**config.mk**
```make
export PLATFORM = sky130hd
export DESIGN_NAME = alux_sequencer
export DESIGN_NICKNAME = d
export VERILOG_FILES = /design/src/rtl/alux_pkg.sv /design/src/rtl/alux_watchdog.sv /design/src/rtl/alux_sequencer.sv
export SDC_FILE = /design/constraint.sdc
export NUM_CORES = 1
export LEC_CHECK = 0
export ABC_AREA = 1
export BUFFER_PORTS_ARGS = -buffer_cell sky130_fd_sc_hd__buf_2
export CAP_MARGIN = 20
export CORE_ASPECT_RATIO = 0.7
export CORE_MARGIN = 4
export CORE_UTILIZATION = 45
export CTS_CLUSTER_DIAMETER = 40
export DETAILED_ROUTE_END_ITERATION = 12
export HOLD_SLACK_MARGIN = 0.03
export PLACE_DENSITY = 0.85
export SLEW_MARGIN = 20
export SYNTH_ARGS = -nofsm -noshare
export SYNTH_HDL_FRONTEND = slang
export SYNTH_SLANG_ARGS = --single-unit
export TNS_END_PERCENT = 20
```
**constraint.sdc**
```tcl
create_clock -name clock -period 2.6 [get_ports clock]
set_clock_uncertainty 0.05 [all_clocks]
set_input_delay 0.13 -clock clock [delete_from_list [all_inputs] [get_ports clock]]
set_output_delay 0.13 -clock clock [all_outputs]
set_load 0.01 [all_outputs]
```
**src/rtl/alux_pkg.sv**
```systemverilog
// rtl/alux_pkg.sv - shared opcodes, write-mode default and sequencer state encoding
package alux_pkg;

  localparam logic [3:0] OPR_A   = 4'b0000;
  localparam logic [3:0] OPR_B   = 4'b0001;
  localparam logic [3:0] OPR_ADD = 4'b0010;
  localparam logic [3:0] OPR_SUB = 4'b0011;

  localparam logic [1:0] ENDW_DEFAULT = 2'b00;

  typedef enum logic [2:0] {
    ST_IDLE  = 3'd0,
    ST_READ  = 3'd1,
    ST_LATCH = 3'd2,
    ST_START = 3'd3,
    ST_WAIT  = 3'd4,
    ST_WB    = 3'd5
  } seq_state_t;

endpackage

```
**src/rtl/alux_watchdog.sv**
```systemverilog
// rtl/alux_watchdog.sv - loadable down-counter that flags the last cycle before it reaches zero
module alux_watchdog #(
  parameter int TIMEOUT_CYCLES = 1024
) (
  input  logic clock,
  input  logic reset,
  input  logic load,
  input  logic dec,
  output logic expired
);

  localparam int CNT_W = $clog2(TIMEOUT_CYCLES + 1);

  logic [CNT_W-1:0] count;

  always_ff @(posedge clock or negedge reset) begin
    if (!reset) begin
      count <= '0;
    end else if (load) begin
      count <= CNT_W'(TIMEOUT_CYCLES);
    end else if (dec && (count != '0)) begin
      count <= count - CNT_W'(1);
    end
  end

  // High while the pending decrement is the one that brings the count to zero
  assign expired = (count == CNT_W'(1));

endmodule

```
**src/rtl/alux_sequencer.sv**
```systemverilog
// rtl/alux_sequencer.sv - runs one micro-instruction through reg_bank and ALUX with a done watchdog
module alux_sequencer
  import alux_pkg::*;
#(
  parameter int DATA_W         = 64,
  parameter int RADDR_W        = 4,
  parameter int TIMEOUT_CYCLES = 1024
) (
  input  logic               clock,
  input  logic               reset,
  input  logic               instr_valid,
  output logic               instr_ready,
  input  logic [3:0]         instr_opr,
  input  logic [RADDR_W-1:0] instr_srca,
  input  logic [RADDR_W-1:0] instr_srcb,
  input  logic [RADDR_W-1:0] instr_dst,
  input  logic               instr_wb,
  input  logic [1:0]         instr_cnst,
  output logic [RADDR_W-1:0] seloutA,
  output logic [RADDR_W-1:0] seloutB,
  output logic               enrregA,
  output logic               enrregB,
  output logic               cnstA,
  output logic               cnstB,
  output logic               regwen,
  output logic [RADDR_W-1:0] selwreg,
  output logic [1:0]         endwreg,
  output logic [DATA_W-1:0]  wdata,
  output logic [3:0]         opr,
  output logic               start,
  input  logic               done,
  input  logic [DATA_W-1:0]  alux_result,
  output logic [DATA_W-1:0]  result,
  output logic               result_valid,
  output logic               busy,
  output logic               timeout_err
);

  seq_state_t         state;
  logic [RADDR_W-1:0] dst_q;
  logic               wb_q;
  logic               wd_load;
  logic               wd_dec;
  logic               wd_expired;

  // START is counted as the first watchdog cycle, so WAIT lasts at most TIMEOUT_CYCLES-1 cycles
  assign wd_load = (state == ST_LATCH);
  assign wd_dec  = (state == ST_START) || ((state == ST_WAIT) && !done);

  alux_watchdog #(
    .TIMEOUT_CYCLES(TIMEOUT_CYCLES)
  ) u_watchdog (
    .clock  (clock),
    .reset  (reset),
    .load   (wd_load),
    .dec    (wd_dec),
    .expired(wd_expired)
  );

  assign endwreg = ENDW_DEFAULT;

  always_ff @(posedge clock or negedge reset) begin
    if (!reset) begin
      state        <= ST_IDLE;
      instr_ready  <= 1'b1;
      busy         <= 1'b0;
      seloutA      <= '0;
      seloutB      <= '0;
      enrregA      <= 1'b0;
      enrregB      <= 1'b0;
      cnstA        <= 1'b0;
      cnstB        <= 1'b0;
      opr          <= '0;
      start        <= 1'b0;
      regwen       <= 1'b0;
      selwreg      <= '0;
      wdata        <= '0;
      result       <= '0;
      result_valid <= 1'b0;
      timeout_err  <= 1'b0;
      dst_q        <= '0;
      wb_q         <= 1'b0;
    end else begin
      start        <= 1'b0;
      regwen       <= 1'b0;
      result_valid <= 1'b0;
      timeout_err  <= 1'b0;
      case (state)
        ST_IDLE: begin
          if (instr_valid && instr_ready) begin
            seloutA     <= instr_srca;
            seloutB     <= instr_srcb;
            cnstA       <= instr_cnst[0];
            cnstB       <= instr_cnst[1];
            enrregA     <= 1'b1;
            enrregB     <= 1'b1;
            opr         <= instr_opr;
            dst_q       <= instr_dst;
            wb_q        <= instr_wb;
            instr_ready <= 1'b0;
            busy        <= 1'b1;
            state       <= ST_READ;
          end
        end
        ST_READ: begin
          enrregA <= 1'b0;
          enrregB <= 1'b0;
          state   <= ST_LATCH;
        end
        ST_LATCH: begin
          start <= 1'b1;
          state <= ST_START;
        end
        ST_START: begin
          state <= ST_WAIT;
        end
        ST_WAIT: begin
          // done wins over an expiring watchdog in the same cycle
          if (done) begin
            result       <= alux_result;
            result_valid <= 1'b1;
            if (wb_q) begin
              regwen  <= 1'b1;
              selwreg <= dst_q;
              wdata   <= alux_result;
            end
            state <= ST_WB;
          end else if (wd_expired) begin
            timeout_err <= 1'b1;
            instr_ready <= 1'b1;
            busy        <= 1'b0;
            state       <= ST_IDLE;
          end
        end
        ST_WB: begin
          instr_ready <= 1'b1;
          busy        <= 1'b0;
          state       <= ST_IDLE;
        end
        default: begin
          instr_ready <= 1'b1;
          busy        <= 1'b0;
          state       <= ST_IDLE;
        end
      endcase
    end
  end

endmodule

```
* Word level (Yosys, flattened, before mapping)
Cells that the tools add are included.
** Storage, ports and cells
- Register bits after elaboration :: 172
- Input port bits :: 87
- Output and inout port bits :: 156
- Logic and storage cells :: 70
** Cells by class
- Add/subtract/negate cells :: 1
- Equal/unequal tests :: 9
- Muxes and demuxes :: 24
- Bitwise operators :: 1
- Reduce and logical (&&, ||, !) cells :: 16
** Operator list (number)
- 11-bit two-way mux :: 2
- 1-bit two-way mux :: 15
- 3-bit one-hot mux with 5 select lines :: 1
- 11-bit by 1-bit equality test with 1-bit output (second input constant) :: 1
- 11-bit nonzero test :: 1
- 11-bit by 1-bit subtractor with 11-bit output (second input constant) :: 1
- 3-bit two-way mux :: 3
- 2-bit AND reduction :: 4
- 3-bit by 2-bit equality test with 1-bit output (second input constant) :: 2
- 1-bit one-hot mux with 3 select lines :: 2
- 2-bit != test (second input constant) :: 2
- 4-bit AND reduction :: 1
- 2-bit nonzero test :: 2
- 3-bit by 1-bit equality test with 1-bit output (second input constant) :: 1
- 3-bit equality test (second input constant) :: 1
- 1-bit logical AND :: 3
- 3-bit logical NOT :: 1
- 3-bit by 2-bit != test with 1-bit output (second input constant) :: 1
- 3-bit AND reduction :: 1
- 3-bit OR reduction :: 1
- 2-bit by 1-bit != test with 1-bit output (second input constant) :: 1
- 1-bit one-hot mux with 2 select lines :: 1
- 1-bit logical NOT :: 1
- 1-bit logical OR :: 1
- 1-bit inverter :: 1

* Logic depth before layout (Yosys ltp)
- Depth after elaboration :: 6
- Depth in mapped cells :: 10

* Cells and area by module
From an unflattened synthesis, not the netlist that was laid out.
** Second synthesis, totals
- Cells, all modules :: 750
- Area, all modules :: 6790.3 um^2
** By module, submodules not included
- alux_sequencer :: times used 1, cells each 655, area each 6092.1 um^2, sequential area each 4030.1 um^2
- alux_watchdog :: times used 1, cells each 95, area each 698.2 um^2, sequential area each 275.3 um^2

* Worst setup path after synthesis
Ideal clock, no wire load.
- Path kind :: reg-to-reg
- Start :: register u_watchdog.count[0]
- End :: register u_watchdog.count[5]
- Arrival time :: 1452 ps
- Data required time :: 2485 ps
- Path slack :: 1034 ps
- Cell stages (with the launch flop) :: 11
- Clock period less this slack :: 1566 ps
- Cell sequence :: dfrtp_1 inv_1 ha_1 nand2_1 nor2_1 nand2_1 nand2_1 nand2_1 inv_2 nand2_1 nand2_1
** On the way
- Cells in the longest elaborated chain, start to end :: 3
** Ends and longest elaborated chain
- start, declared :: RTL line alux_watchdog.sv:14 : logic [CNT_W-1:0] count;
- start signal, assigned :: RTL line alux_watchdog.sv:20 : count <= CNT_W'(TIMEOUT_CYCLES);
- start signal, assigned :: RTL line alux_watchdog.sv:22 : count <= count - CNT_W'(1);
- 11-bit by 1-bit subtractor with 11-bit output / 11-bit nonzero test (equally long branches) :: RTL line alux_watchdog.sv:22, alux_watchdog.sv:21
- 11-bit two-way mux / 1-bit logical AND (equally long branches) :: RTL line alux_watchdog.sv:21 : end else if (dec && (count != '0)) begin
- 11-bit two-way mux / 2-bit nonzero test (equally long branches)
Several ways; a longest one is shown, not always the timed one. The select of a mux whose other input is x is not followed.
A chain may end at the register's enable or synchronous reset.

* Final worst setup path
- Start :: register state[1]
- End :: register wdata[11]
** On the way
- Cells in the longest elaborated chain, start to end :: 2
** Ends and longest elaborated chain
- start, declared :: RTL line alux_sequencer.sv:39 : seq_state_t state;
- start signal, assigned :: RTL line alux_sequencer.sv:64 : state <= ST_IDLE;
- start signal, assigned :: RTL line alux_sequencer.sv:102 : state <= ST_READ;
- start signal, assigned :: RTL line alux_sequencer.sv:108 : state <= ST_LATCH;
- 3-bit equality test :: RTL line alux_sequencer.sv:88 : case (state)
- 3-bit AND reduction (no source line)
- end signal, assigned :: RTL line alux_sequencer.sv:125 : wdata <= alux_result;
- end, declared :: RTL line alux_sequencer.sv:28 : output logic [DATA_W-1:0] wdata,
No other way between the ends.

==> summary.md <==
| Metric | Value |
|---|---|
| Status | `finished clean` |
| Placed Area | `8172 um^2` |
| Netlist Area Pre-Place | `6849 um^2` |
| Worst setup margin | `0.4653 ns` |
| Post-Place Worst Slack | `between 0.5 and 0.6 ns` |
| Gate Count Post-Synth | `727` |
| Die width | `155.5 um` |
| Setup TNS | `0 ns` |
| CP Data Arrival Time | `between 2 and 2.5 ns` |
| WS Path Type | `reg2reg` |
| TritonCTS clock tree | `yes` |
| Clk slew on worst S/H paths | `0.07 ns` |
| Seq/Total Area, Yosys | `approximately 63%` |
| FF+latch count, synth | `about 170` |
| Maximum clock frequency | `468.5 MHz` |
| Largest stage delay, worst path | `between 0.4 and 0.5 ns` |
| GRT Total Usage | `between 20% and 30%` |
| First-pass GRT wire length | `31590 um` |
| Synth warnings | `0` |
| Synth cell types | `28` |
| Antenna cells | `0` |
| TritonCTS Buffers | `17` |
| GPL Wtd Cong | `around 0.84` |
| Die ar. | `~17000 um^2` |
| Worst Path Max Fanout | `70` |
| CP max stage cell | `dfrtp_1` |
| Clk_lat worst skew | `~0.43 ns` |
| Wire per inst | `roughly 15 um` |
| CP Capture Type | `register` |
| Core area | `between 10000 and 15000 um^2` |
| Antenna violations before repair | `0` |
| Final hold slack | `0.2206 ns` |
| # IOs | `243` |
| Vias | `between 6000 and 7000` |
| Flop-to-flop setup slack | `0.47 ns` |
| Commonest cells after routing, fill and taps aside | `nand2_1, buf_2, dfrtp_1` |
| Top Family by Delay on Critical Path | `buffers and inverters` |
| Min cycle time layout | `around 2.1 ns` |
| Root buffer cell | `clkbuf_16` |
| Worst Path Required | `around 2.9 ns` |
| Setup violations, final | `0` |
| Worst VDD drop | `0.6486 mV` |
| RSZ-0062 raised after global routing | `no` |
| Pwr Density | `approximately 1100 nW/um^2` |
| Final net count | `1133` |
| Relative slew slack | `approximately three fifths` |
| Final hold violation count | `0` |
| Max Slew Vio Count | `0` |
| Layout cells sized above 1 | `around 29%` |
| CTS HTree Levels | `4` |
| Via density | `around 5` |
| Finished Core Util | `around two thirds` |
| Worst-Margin Slew | `approximately 0.62 ns` |
| Non-Filler Instances | `1252` |
| Vias in the first global route | `around 6200` |
| Period utilisation layout | `~82%` |
| TritonRoute pass-1 iters | `5` |
| Total Power | `between 10 and 15 mW` |
| Hold Crit Class | `in2async` |
| Commonest non-fill, non-tap cell in the layout | `nand2_1` |
| Placed cell count | `between 1000 and 1500` |
| Worst path cell trace | `nor2_2 > inv_2 > nor2_4 > nand2_4 > inv_4 > nand2_4 > buf_12 > inv_2 > nand2_1 > nand2_1` |
| Port Buf Inserts | `between 200 and 250` |
| Clock sinks | `between 150 and 200` |
| Worst setup SP type | `register` |
| Syn Area/Cell | `9.421 um^2` |
| Layout area overhead | `40.77%` |
| Largest net degree at the start of global routing | `roughly 120` |
| Total wire length | `just under 20000 um` |
| Post-route ant nets | `0` |
| Postcts setup bufs | `0` |
| Post-route cell area | `approximately 9600 um^2` |
| Total global routing overflow | `0` |
| Cell Rows | `37` |
| Longest Clk Path Bufs | `2` |
| Chip Height | `111.2 um` |
| Post-route DRC | `0` |
| FILL cells | `1135` |
| Crit path buffers/inverters | `4` |
| Starting Density | `a little under half` |
| Static Leak | `roughly 5.5 nW` |
| Hpwl dp | `around 12000 um` |
| Iter 0 DRT Violations | `490` |
| Max-cap viol count | `0` |
[report_power, final]
| part | switching (mW) | internal (mW) | total [mW] |
|---|---|---|---|
| sequential | 0.638 | 3.72 | 4.36 |
| clock | 1.09 | 1.53 | 2.62 |
| combinational | 2.13 | 1.43 | 3.57 |
[cells in the mapped netlist, drive strengths merged]
library cell,number,area [um^2]
buf,23,187.7
nand3b,2,15.01
ha,2,25.02
conb,1,3.750
and3,1,6.260
dfrtp,171,4279
o22ai,1,6.260
nor2,23,96.35
inv,85,321.6
clkbuf,12,45.04
o21bai,2,15.01
o21ai,122,704.4
nand4,6,37.54
nand2,257,974.7
a21oi,3,15.01
dfstp,1,26.28
xor2,4,35.03
nand3,11,55.05
[cells by family after synthesis]
family | Yosys count | share of synthesized area [%]
compound gates | 128 | 10.81
simple gates | 300 | 17.30
buf+inv | 120 | 8.093
flops | 172 | 62.86
xor+xnor | 4 | 0.5115
fa+ha+maj | 2 | 0.3653
other cells | 1 | 0.05475
[layer usage]
layer | part of all wire (%) | vias to the layer above | track usage (%)
met5 | 0 | - | 0
met4 | 1.5 | 0 | 6.356
met3 | 8.6 | 27 | 6.828
met2 | 48 | 280 | 37.41
met1 | 42 | 2885 | 29.22
li1 | - | 2886 | -
[timing repair]
item / in CTS / in global routing
gates resized for setup: 0 / 0
endpoints found under the hold margin: 213 / 0
hold buffers: 86 / 0
[cell type report]
type	count	area [um^2]	area share, %
repair buffers	332	2163	22.44
multi-input cells	436	1998	20.72
well taps	195	244.0	2.530
flip-flops and latches	172	4305	44.65
clock inverters	14	180.2	1.869
clock buffers	18	429.2	4.451
inverters	85	321.6	3.335
[sequential cells by signal (all words and copies together), names as in the netlist, 3 cells and up]
name              flops
u_watchdog.count     11
state                 3
opr                   4
seloutA               4
selwreg               4
result               64
wdata                64
dst_q                 4
seloutB               4
[worst reg2reg max path: stages, from the launching register on]
cell,delay [ns]
dfrtp_1,0.42
nor2_2,0.15
inv_2,0.06
nor2_4,0.13
nand2_4,0.09
inv_4,0.18
nand2_4,0.19
buf_12,0.27
inv_2,0.32
nand2_1,0.12
nand2_1,0.10
[path summary, 6_finish.rpt]
path                       cells after the start                              from                          endpoint
setup / recovery                              10              state[1]$_DFFE_PN0P_             wdata[11]$_DFFE_PN0P_
hold / removal                                 2                             reset            result[57]$_DFFE_PN0P_
setup reg to reg                              10              state[1]$_DFFE_PN0P_             wdata[11]$_DFFE_PN0P_
hold reg to reg                                2  u_watchdog.count[10]$_DFFE_PN0P_  u_watchdog.count[10]$_DFFE_PN0P_
max in group asynchronous                      3                             reset              wdata[0]$_DFFE_PN0P_
min in group clock                             4                    alux_result[6]              wdata[6]$_DFFE_PN0P_
No activity file was read; power rests on OpenSTA's default activity.
